[src/rtl/jk_pkg.sv]
// Shared types and constants for JK-stage based sequencers.
package jk_pkg;

    // Counter sequencing states
    typedef enum logic [1:0] {
        IDLE  = 2'd0,
        COUNT = 2'd1,
        PAUSE = 2'd2,
        DONE  = 2'd3
    } jk_cnt_state_t;

    // Per-bit JK excitation codes, packed as {J, K}
    localparam logic [1:0] JK_HOLD = 2'b00;
    localparam logic [1:0] JK_RST  = 2'b01;
    localparam logic [1:0] JK_SET  = 2'b10;
    localparam logic [1:0] JK_TOG  = 2'b11;

endpackage

[src/rtl/jk_excite.sv]
// Combinational JK excitation encoder: derives J/K per bit so a JK bank
// holding i_q moves to i_n on the next edge. Never emits the toggle code.
module jk_excite #(
    parameter int WIDTH = 4
) (
    input  logic [WIDTH-1:0] i_q,
    input  logic [WIDTH-1:0] i_n,
    output logic [WIDTH-1:0] o_j,
    output logic [WIDTH-1:0] o_k
);

    // Set bits that rise, reset bits that fall, hold the rest
    always_comb begin
        o_j = ~i_q & i_n;
        o_k = i_q & ~i_n;
    end

endmodule

[src/rtl/jk_counter_ctrl.sv]
// Programmable modulo-N up/down counter built on a JK stage bank, with a
// run/pause/one-shot sequencer and exported J/K excitation.
module jk_counter_ctrl
    import jk_pkg::*;
#(
    parameter int WIDTH  = 4,
    parameter int MODULO = 10
) (
    input  logic             clk,
    input  logic             reset,
    input  logic             start,
    input  logic             stop,
    input  logic             dir,
    input  logic             load,
    input  logic [WIDTH-1:0] load_val,
    input  logic             oneshot,
    output logic [WIDTH-1:0] q,
    output logic [WIDTH-1:0] j_vec,
    output logic [WIDTH-1:0] k_vec,
    output logic             tc,
    output logic             busy,
    output logic             done
);

    generate
        if (MODULO < 2 || MODULO > (1 << WIDTH)) begin : g_bad_modulo
            $error("jk_counter_ctrl: MODULO must lie in 2..2**WIDTH");
        end
    endgenerate

    // One extra bit so MODULO == 2**WIDTH compares correctly
    localparam logic [WIDTH:0]   MOD_EXT = (WIDTH + 1)'(MODULO);
    localparam logic [WIDTH-1:0] MAX_CNT = WIDTH'(MODULO - 1);

    jk_cnt_state_t    r_state;
    jk_cnt_state_t    w_state_next;
    logic [WIDTH-1:0] r_q;
    logic [WIDTH-1:0] w_n;
    logic [WIDTH-1:0] w_q_next;
    logic [WIDTH-1:0] w_cnt;
    logic [WIDTH-1:0] w_load_sat;
    logic [WIDTH-1:0] w_j;
    logic [WIDTH-1:0] w_k;
    logic             w_q_oor;
    logic             w_up_wrap;
    logic             w_dn_wrap;
    logic             w_wrap;
    logic             w_tc;

    // Next count candidates: wrapped up/down step and saturated load value.
    // An out-of-range q is treated as terminal in both directions.
    always_comb begin
        w_q_oor    = ({1'b0, r_q} >= MOD_EXT);
        w_up_wrap  = w_q_oor || (r_q == MAX_CNT);
        w_dn_wrap  = w_q_oor || (r_q == '0);
        w_wrap     = dir ? w_up_wrap : w_dn_wrap;
        if (dir) begin
            w_cnt = w_up_wrap ? '0 : r_q + WIDTH'(1);
        end else begin
            w_cnt = w_dn_wrap ? MAX_CNT : r_q - WIDTH'(1);
        end
        w_load_sat = ({1'b0, load_val} >= MOD_EXT) ? MAX_CNT : load_val;
    end

    // Sequencer next state, next count and terminal count; load > stop > start > count
    always_comb begin
        w_state_next = r_state;
        w_n          = r_q;
        w_tc         = 1'b0;
        if (reset) begin
            if (load) begin
                w_n = w_load_sat;
                if (r_state == DONE) begin
                    w_state_next = IDLE;
                end
            end else begin
                unique case (r_state)
                    IDLE: begin
                        if (start && !stop) begin
                            w_state_next = COUNT;
                        end
                    end
                    COUNT: begin
                        if (stop) begin
                            w_state_next = PAUSE;
                        end else begin
                            w_n  = w_cnt;
                            w_tc = dir ? (r_q == MAX_CNT) : (r_q == '0);
                            if (oneshot && w_wrap) begin
                                w_state_next = DONE;
                            end
                        end
                    end
                    PAUSE: begin
                        if (stop) begin
                            w_state_next = IDLE;
                        end else if (start) begin
                            w_state_next = COUNT;
                        end
                    end
                    DONE: begin
                        if (start && !stop) begin
                            w_state_next = COUNT;
                        end
                    end
                    default: w_state_next = IDLE;
                endcase
            end
        end
    end

    jk_excite #(
        .WIDTH (WIDTH)
    ) u_excite (
        .i_q (r_q),
        .i_n (w_n),
        .o_j (w_j),
        .o_k (w_k)
    );

    // JK stage behaviour per bit: set on J, clear on K, else hold
    always_comb begin
        w_q_next = r_q;
        for (int i = 0; i < WIDTH; i++) begin
            if (w_j[i]) begin
                w_q_next[i] = 1'b1;
            end else if (w_k[i]) begin
                w_q_next[i] = 1'b0;
            end
        end
    end

    // Sequencer state register
    always_ff @(posedge clk or negedge reset) begin
        if (!reset) begin
            r_state <= IDLE;
        end else begin
            r_state <= w_state_next;
        end
    end

    // JK stage bank holding the count
    always_ff @(posedge clk or negedge reset) begin
        if (!reset) begin
            r_q <= '0;
        end else begin
            r_q <= w_q_next;
        end
    end

    assign q     = r_q;
    assign j_vec = w_j;
    assign k_vec = w_k;
    assign tc    = w_tc;
    assign busy  = (r_state == COUNT) || (r_state == PAUSE);
    assign done  = (r_state == DONE);

    a_jk_matches_next : assert property (@(posedge clk) disable iff (!reset)
        w_q_next == w_n);

    a_no_toggle_code : assert property (@(posedge clk) disable iff (!reset)
        (w_j & w_k) == '0);

endmodule

[config.mk]
export PLATFORM = sky130hd
export DESIGN_NAME = jk_counter_ctrl
export DESIGN_NICKNAME = d
export VERILOG_FILES = /design/src/rtl/jk_pkg.sv /design/src/rtl/jk_excite.sv /design/src/rtl/jk_counter_ctrl.sv
export SDC_FILE = /design/constraint.sdc
export NUM_CORES = 1
export LEC_CHECK = 0
export CORE_ASPECT_RATIO = 0.5
export CORE_UTILIZATION = 25
export CTS_CLUSTER_DIAMETER = 50
export DETAILED_ROUTE_END_ITERATION = 7
export GPL_TIMING_DRIVEN = 1
export PLACE_DENSITY = 0.52
export SYNTH_ARGS = -nofsm -noshare
export SYNTH_HDL_FRONTEND = slang
export SYNTH_SLANG_ARGS = --single-unit
[constraint.sdc]
create_clock -name clk -period 3.4 [get_ports clk]
set_input_delay 0.68 -clock clk [delete_from_list [all_inputs] [get_ports clk]]
set_output_delay 0.68 -clock clk [all_outputs]
set_load 0.1 [all_outputs]
### Yosys cells after proc, flatten, opt, wreduce, memory -nomap -nowiden

Index checks and enable logic that the tools add are counted.

| storage, ports and cells | value |
|---|---|
| input bits | 11 |
| word-level logic and storage cells | 65 |
| register bits after elaboration | 6 |

| cells by class | value |
|---|---|
| equal/unequal tests | 8 |
| $add $sub $neg | 2 |
| bitwise logic cells | 4 |
| multiplexer cells | 30 |
| reduce and logical (&&, ||, !) cells | 14 |
| $lt $le $gt $ge | 2 |

Operator list:

| cell | number |
|---|---|
| 4-bit 2-to-1 mux | 8 |
| 1-bit 2-to-1 mux | 14 |
| 2-bit 2-to-1 mux | 7 |
| 4-bit bitwise AND | 2 |
| 4-bit greater-or-equal comparator, second input constant | 2 |
| 4-bit != test, second input constant | 2 |
| 4-bit NOT | 2 |
| 2-bit nonzero test | 4 |
| 2-bit case mux with 3 select lines | 1 |
| 5-bit AND reduction | 1 |
| 4-bit by 1-bit adder with 4-bit output, second input constant | 1 |
| 2-bit == test, second input constant | 2 |
| 4-bit == test, second input constant | 1 |
| 4-bit logical NOT | 1 |
| 4-bit by 1-bit subtractor with 4-bit output, second input constant | 1 |
| 1-bit logical OR | 3 |
| 3-bit by 1-bit != test with 1-bit output, second input constant | 1 |
| 2-bit by 1-bit == test with 1-bit output, second input constant | 1 |
| 1-bit logical AND | 2 |
| 2-bit logical NOT | 1 |
| 2-bit by 1-bit != test with 1-bit output, second input constant | 1 |
| 2-bit OR reduction | 1 |
| 1-bit logical NOT | 1 |

### Logic depth before layout (Yosys ltp)

Gate-level depths: netlist of run 1.

| logic depth | value |
|---|---|
| depth after elaboration | 12 |
| depth in mapped cells | 8 |
| gate-level depth less buffers | 8 |

### By module

From an unflattened synthesis of run 1, not the netlist that was laid out.

| unflattened totals | value |
|---|---|
| cell total of the unflattened synthesis | 94 |
| area total of the unflattened synthesis | 777.0 um2 |

By module, submodules not included:

| module | times used | area an instance (um2) | cells an instance |
|---|---|---|---|
| jk_counter_ctrl | 1 | 706.9 | 86 |
| jk_excite | 1 | 70.1 | 8 |

### Least setup slack after synthesis of run 1

No wires, ideal clock.

| path | value |
|---|---|
| path type | register to output |
| from | reg r_q[0] (netlist: q[0]) |
| to | out tc |
| stages on the path, launching flop included | 5 |
| path slack | -0.902 ns |
| path buffers | 0 |
| arrival | 3.622 ns |
| data required time | 2.720 ns |
| path through | dfrtp_1 > ha_1 > and2_1 > a21oi_1 > nor3_1 |

| between the ends | value |
|---|---|
| word-level cells in the longest chain between the ends | 6 |
| elaborated cells on any way between the ends | 7 |
| those cells by class | 1 x eq/ne; 5 x mux; 1 x reduce/logical |

Ends and longest elaborated chain:

| item | RTL line | text |
|---|---|---|
| start, declared | jk_counter_ctrl.sv:37 | `logic [WIDTH-1:0] r_q;` |
| start signal, assigned | jk_counter_ctrl.sv:147 | `r_q <= w_q_next;` |
| 4-bit == test or 4-bit logical NOT (tied branches) | jk_counter_ctrl.sv:88 | `w_tc = dir ? (r_q == MAX_CNT) : (r_q == '0);` |
| 1-bit 2-to-1 mux * | jk_counter_ctrl.sv:88 |  |
| 1-bit 2-to-1 mux * | jk_counter_ctrl.sv:84 | `if (stop) begin` |
| 1-bit 2-to-1 mux * | jk_counter_ctrl.sv:77 | `unique case (r_state)` |
| 1-bit 2-to-1 mux * | jk_counter_ctrl.sv:71 | `if (load) begin` |
| 1-bit 2-to-1 mux * | jk_counter_ctrl.sv:70 | `if (reset) begin` |
| end, declared | jk_counter_ctrl.sv:20 | `output logic tc,` |

Mark *: on every way between the ends. The rest lies on a longest branch, timed or not.

### Worst setup path after layout of run 1

| path | value |
|---|---|
| from | reg r_q[0] (netlist: q[0]) |
| to | out k_vec[3] |

| between the ends | value |
|---|---|
| word-level cells in the longest chain between the ends | 10 |
| elaborated cells on any way between the ends | 16 |
| those cells by class | 2 x add/sub; 1 x order compare; 1 x eq/ne; 7 x mux; 2 x bitwise; 3 x reduce/logical |

Ends and longest elaborated chain:

| item | RTL line | text |
|---|---|---|
| 4-bit greater-or-equal comparator, or another cell as far along | jk_counter_ctrl.sv:53 | `w_q_oor = ({1'b0, r_q} >= MOD_EXT);` |
| 1-bit logical OR (on tied branches) | jk_counter_ctrl.sv:55, jk_counter_ctrl.sv:54 |  |
| 4-bit 2-to-1 mux (on tied branches) | jk_counter_ctrl.sv:60, jk_counter_ctrl.sv:58 |  |
| 4-bit 2-to-1 mux * | jk_counter_ctrl.sv:57 | `if (dir) begin` |
| 4-bit 2-to-1 mux * | jk_counter_ctrl.sv:84 |  |
| 4-bit 2-to-1 mux * | jk_counter_ctrl.sv:77 |  |
| 4-bit 2-to-1 mux * | jk_counter_ctrl.sv:71 |  |
| 4-bit 2-to-1 mux * | jk_counter_ctrl.sv:70 |  |
| 4-bit NOT * | jk_excite.sv:15 | `o_k = i_q & ~i_n;` |
| 4-bit bitwise AND * | jk_excite.sv:15 |  |
| end, declared | jk_counter_ctrl.sv:19 | `output logic [WIDTH-1:0] k_vec,` |

Marked as above.

==> results.cfg, run 1 <==
[status]
outcome = completed

[synthesis]
postSynthAreaPerCell_um2 = 8.61
synth_adder_area_share_pct = 21.4
synthFlopType = dfrtp_1
synth_top_family_by_area = simple AND/OR/NAND/NOR gates
synth_seq_area_share_pct = 17.1
post-synth-top-count-cell = ha_1
synth_compound_area_share_pct = 22.6
synth.yosys.warnings = 0
synth_top_area_share_pct = 21.4
syn_area_um2 = 878
synth_top_cell_by_area = ha_1
syn_nets = 128
synth_area_leaders = ha_1 (21%), dfrtp_1 (17%), mux2_2 (5.1%), inv_1 (3.8%), nor2b_1 (3.6%)
synthMuxAreaShare_pct = 7.41
synthCells = 102
ys_top_cells_by_count = ha_1 (15), inv_1 (9), dfrtp_1 (6), nand2_1 (5), nor2b_1 (5)
synth-xor-area-share_pct = 0.997
synth_edf_count = 0
synth-simple-area-share_pct = 24.4
ys_ff_latch = 6
synth_cell_type_count = 38
synthArstFlopShare_pct = 100

[floorplanning]
io_pins = 26
start_util_pct = 27.7
dieHeight_um = 43.9
core_area_um2 = 3170
dieArea_um2 = 3770
die_w_um = 85.8
placementRows = 14

[placed_design]
io_buffers = 25
dp_hpwl_um = 1870
gp_congestion = 0.839
post_dp_cell_area_um2 = 1310

[global_route]
grt_util_all_layers_pct = 13.9
grt_pass1_wl_um = 3970
grt_max_degree = 16
antenna_found_initial = 0
grt_pass1_vias = 801
gr-total-overflow = 0

[finish]
antenna_cells = 0
area_growth_syn_to_layout_pct = 54.4
nNetsFinal = 159
fin_area_um2 = 1360
drive_above_1_share_pct = 29.5
post-route-util_pct = 42.8

[setup_path]
worstSetupStartpointType = register
cp-end-kind = output port
rrSetupSlack_ps = 700
crit_fanout = 11
cp_cell_sequence = inv_1 > ha_1 > or4b_4 > o32a_1 > o211ai_1 > and2_1 > ha_2 > buf_12
critPathRequiredTime_ps = 2720
slowest_stage = or4b_4
critPathMaxStageDelay_ps = 520
critPathArrivalTime_ps = 2590
path_class = register to output port

[worst_hold_path]
hold_class = register to register

[drt]
drt_first_iter_violations = 46
routed_wl_um = 2300
drtAntennaViolNets = 0
vias_per_cell = 4.77
wl_per_cell_um = 12.8
dr.pass1.iters = 5
vias = 859
drc = 0

[clocking]
ctsHoldBuffers = 0
clk_pin_slew_ps = 50
clkLatencyLatePin_ps = 230
cts_root_buf = clkbuf_8
cts_setup_buffers = 0
cts.repair.resized = 0
cts_tree = yes
ctsHtreeMaxLevel = 1
cts_buffer_depth = 2
cts.sinks = 6
cts_buffers = 3

[sta]
slew_headroom_pct = 52.4
skew_ps = 9.90
worst_slew_pin_slew_ps = 705
hold_violations = 0
rsz0062_at_grt = false
setup_violations = 0
fmax_mhz = 306
period_needed_ps = 3270
slew_violations = 0
tns_ps = 0
finalCritPeriodShare_pct = 96.1

[flow_run]
cap_viol_max_count = 0
[worst max-delay path, delay by kind of cell, from the launching register on]
family,cells,cell delay (ps)
adder cells (fa/ha/maj),2,440
AO/OA/AOI/OAI,2,460
buffers and inverters,2,290
flip-flops,1,460
AND/OR/NAND/NOR,2,700
[metal layers]
metal | global-route usage [%] | share of wire, % | up-vias
met3 | 2.86 | 2.7 | 0
met4 | 4.67 | 0 | 0
met5 | 0 | 0 | -
met1 | 20.8 | 53 | 410
li1 | - | - | 434
met2 | 19.5 | 44 | 15
[layout by cell type, fill, tap and decap left out, types with 2 or more instances in the layout]
master / n
inv_1: 9
buf_12: 9
o41ai_1: 2
nor3_1: 2
mux2_2: 4
nor2_1: 4
nor3b_1: 3
nand2b_1: 3
a32oi_1: 2
ha_1: 11
dfrtp_1: 4
clkbuf_8: 3
a21oi_1: 3
mux2i_1: 2
buf_4: 12
nor2b_1: 5
nand4bb_1: 2
nand2_1: 5
nand3_1: 2
dfrtp_2: 2
o211ai_1: 3
ha_2: 4
o21ai_0: 3
and2_1: 3
clkdlybuf4s50_1: 10
[final timing paths]
| check | startpoint | endpoint | cells after the start |
|---|---|---|---|
| worst min-delay path | r_state[0]$_DFFE_PN0P_ | r_state[0]$_DFFE_PN0P_ | 2 |
| min in group asynchronous | reset | q[2]$_DFFE_PN0P_ | 1 |
| worst max-delay path | q[0]$_DFFE_PN0P_ | k_vec[3] | 8 |
| max in group asynchronous | reset | r_state[0]$_DFFE_PN0P_ | 2 |
| worst min register to register | r_state[0]$_DFFE_PN0P_ | r_state[0]$_DFFE_PN0P_ | 2 |
| worst max register to register | q[0]$_DFFE_PN0P_ | q[3]$_DFFE_PN0P_ | 8 |
[cell type report]
class	count	area, um2
Clock buffer	4	45.0
Fill cell	324	1810
Inverter	9	33.8
Multi-Input combinational cell	82	694
Sequential cell	6	153
Tap cell	48	60.1
Timing Repair Buffer	31	370
[logic make-up after synthesis]
group,Yosys count
XOR/XNOR,1
flip-flops,6
AO/OA/AOI/OAI,25
AND/OR/NAND/NOR,35
buffers and inverters,14
adder cells (fa/ha/maj),15
multiplexers,6
[per-stage QoR]
step / setup slack, ps / std cells / hold WS, ps
after global placement: 196 / 176 / 623
final: 132 / 180 / 623
after global routing: 2.36 / 180 / 659
after floorplan: 17.6 / 102 / 384
after detailed placement: 187 / 176 / 610
after CTS: 120 / 180 / 623
[state kept, by name, summed over array words and instances (netlist names)]
| register | flops |
|---|---|
| r_state | 2 |
| q | 4 |
Power of run 1 is left out: the tool's default activity adds up to more than one toggle a clock period on the data nets, which glitch-free logic cannot reach.
==> inputs of run 2 (changes only) <==
--- a/config.mk
+++ b/config.mk
@@ -5,12 +5,12 @@
 export SDC_FILE = /design/constraint.sdc
 export NUM_CORES = 1
 export LEC_CHECK = 0
-export CORE_ASPECT_RATIO = 0.5
-export CORE_UTILIZATION = 25
+export CORE_UTILIZATION = 47
 export CTS_CLUSTER_DIAMETER = 50
 export DETAILED_ROUTE_END_ITERATION = 7
 export GPL_TIMING_DRIVEN = 1
-export PLACE_DENSITY = 0.52
+export PLACE_DENSITY = 0.84
 export SYNTH_ARGS = -nofsm -noshare
 export SYNTH_HDL_FRONTEND = slang
 export SYNTH_SLANG_ARGS = --single-unit
+export TNS_END_PERCENT = 1
==> constraint.sdc (replaced) <==
create_clock -name clk -period 3.4 [get_ports clk]
set_input_delay 0.68 -clock clk [delete_from_list [all_inputs] [get_ports clk]]
set_output_delay 0.68 -clock clk [all_outputs]
set_load 0.05 [all_outputs]
==> results.cfg, run 2 (same netlist as run 1, synthesis figures left out) <==
[setup_path]
critPathArrivalTime_ps = 2530
critPathRequiredTime_ps = 2720
worst-r2r-cell-count = 7
critPathMaxStageDelay_ps = 700
worstSetupStartpoint = reset
slowest_stage = clkdlybuf4s50_1
critPathTopFamily = buffers and inverters
worstSetupStartpointType = input pin
rr_startpoint = q[1]$_DFFE_PN0P_
path_class = input pin to output port
cp_cell_sequence = clkdlybuf4s50_1 > nand4bb_1 > o31ai_1 > o21ai_0 > and2_1 > ha_1 > buf_4
crit_fanout = 9
worst-path-buf-inv = 2
reg2reg_to = q[3]$_DFFE_PN0P_
cp-end-kind = output port
rrSetupSlack_ps = 900

[global_route]
gr-total-overflow = 0
antenna_found_initial = 0
grt_pass1_wl_um = 3530
grt_util_all_layers_pct = 24.4
grt_pass1_vias = 789
grt_max_degree = 16

[clocking]
ctsHtreeMaxLevel = 1
clkLatencyLatePin_ps = 250
cts_buffer_depth = 2
cts_tree = yes
ctsHoldBuffers = 0
cts_root_buf = clkbuf_4
cts.sinks = 6
cts_setup_buffers = 0
cts_buffers = 3
cts.repair.resized = 0
clk_pin_slew_ps = 50

[floorplanning]
start_util_pct = 50.3
core_area_um2 = 1750
dieHeight_um = 45.2
io_pins = 26
placementRows = 15
die_w_um = 45.2
dieArea_um2 = 2050

[sta]
period_needed_ps = 3210
hold_violations = 0
slew_violations = 0
fmax_mhz = 311
finalCritPeriodShare_pct = 94.4
worst_slew_pin_slew_ps = 794
skew_ps = 3.01
setup_violations = 0
tns_ps = 0
slew_headroom_pct = 46.4
rsz0062_at_grt = false

[worst_hold_path]
hold_depth = 2
hp-start = r_state[0]$_DFFE_PN0P_
hold_class = register to register
whs_endpoint = r_state[0]$_DFFE_PN0P_

[pwr]
switchingPower_uw = 557
p_comb_share_pct = 79.8
finalPower_mw = 1.05
ir_drop_v = 0.000467
power.density_nw_per_um2 = 839
leakagePower_nw = 0.542
power.share.clock_pct = 6.6
seq_power_share_pct = 13.6
p_sw_share_pct = 53.0
internal_power_uw = 494

[finish]
final_cell_mix = clkdlybuf4s50_1 (16), ha_1 (15), inv_1 (9)
nNetsFinal = 158
layout_commonest_cell = clkdlybuf4s50_1
antenna_cells = 0
drive_above_1_share_pct = 18.5
largest_reg_flops = 4
area_growth_syn_to_layout_pct = 42.6
seq_area_um2 = 150
nFillCells = 141
multi_input_area_um2 = 674

[flow_run]
cap_viol_max_count = 0

[drt]
vias = 889
wl_per_cell_um = 13.9
drtAntennaViolNets = 0
drc = 0
drt_first_iter_violations = 22
vias_per_cell = 5.74
routed_wl_um = 2160
dr.pass1.iters = 4

[placed_design]
io_buffers = 25
gp_congestion = 0.859
dp_hpwl_um = 1720

[status]
outcome = completed
-- run 2: cell types whose count changed in the layout (fill, tap and decap cells not counted), sizes merged --
cell           before  now
buf                21   14
clkbuf              4    3
clkdlybuf4s50      10   16
-- run 2: per-layer routing --
metal  GRT usage [%]  share of wire (%)
met3            2.80                4.3
met2            38.8                 49
met5               0                  0
met1            32.4                 46
met4            12.7               0.83
-- run 2: cell type report --
type                       instances  area share [%]
multi-input combinational         82            53.8
timing repair buffer              30            27.2
sequential                         6            12.0
inverter                           9            2.70
tap                               25            2.50
clock buffer                       3            1.80
-- run 2: how the worst max path moves through the flow --
stage          slack [ps]  cells past startpoint  endpoint
6_report              190                      7  j_vec[0]
5_1_grt                60                      7  j_vec[0]
4_1_cts               170                      6  j_vec[1]
3_5_place_dp          210                      7  j_vec[0]
3_3_place_gp          240                      7  j_vec[2]
2_1_floorplan          70                      6  j_vec[1]
-- run 2: per-stage QoR --
| stage | hold slack (ps) | setup WS, ps | instance area (um2) | util [%] | std cells |
|---|---|---|---|---|---|
| global route | 669 | 58.8 | 1250 | 71.8 | 155 |
| finish | 631 | 189 | 1250 | 71.8 | 155 |
| detailed placement | 607 | 213 | 1230 | 70.5 | 152 |
| global placement | 606 | 236 | 1230 | 70.5 | 152 |
| floorplan | 384 | 74.3 | 878 | - | 102 |
| CTS | 636 | 168 | 1250 | 71.8 | 155 |
-- run 2: power by group through the flow --
stage / clock (mW) / sequential (mW) / combinational, mW
after floorplan: 0 / 0.201 / 0.518
after global placement: 0 / 0.141 / 0.820
after detailed placement: 0 / 0.143 / 0.839
after CTS: 0.0726 / 0.143 / 0.843
after global routing: 0.0759 / 0.148 / 0.902
final: 0.0693 / 0.143 / 0.839
-- run 2: worst reg2reg max path, stage by stage (launching register included) --
cell,delay (ps)
dfrtp_1,500
ha_1,280
or4b_4,510
o32a_1,170
o211ai_1,220
nand2_1,90
ha_1,290
mux2_2,320
(Power assumes the default switching activity.)
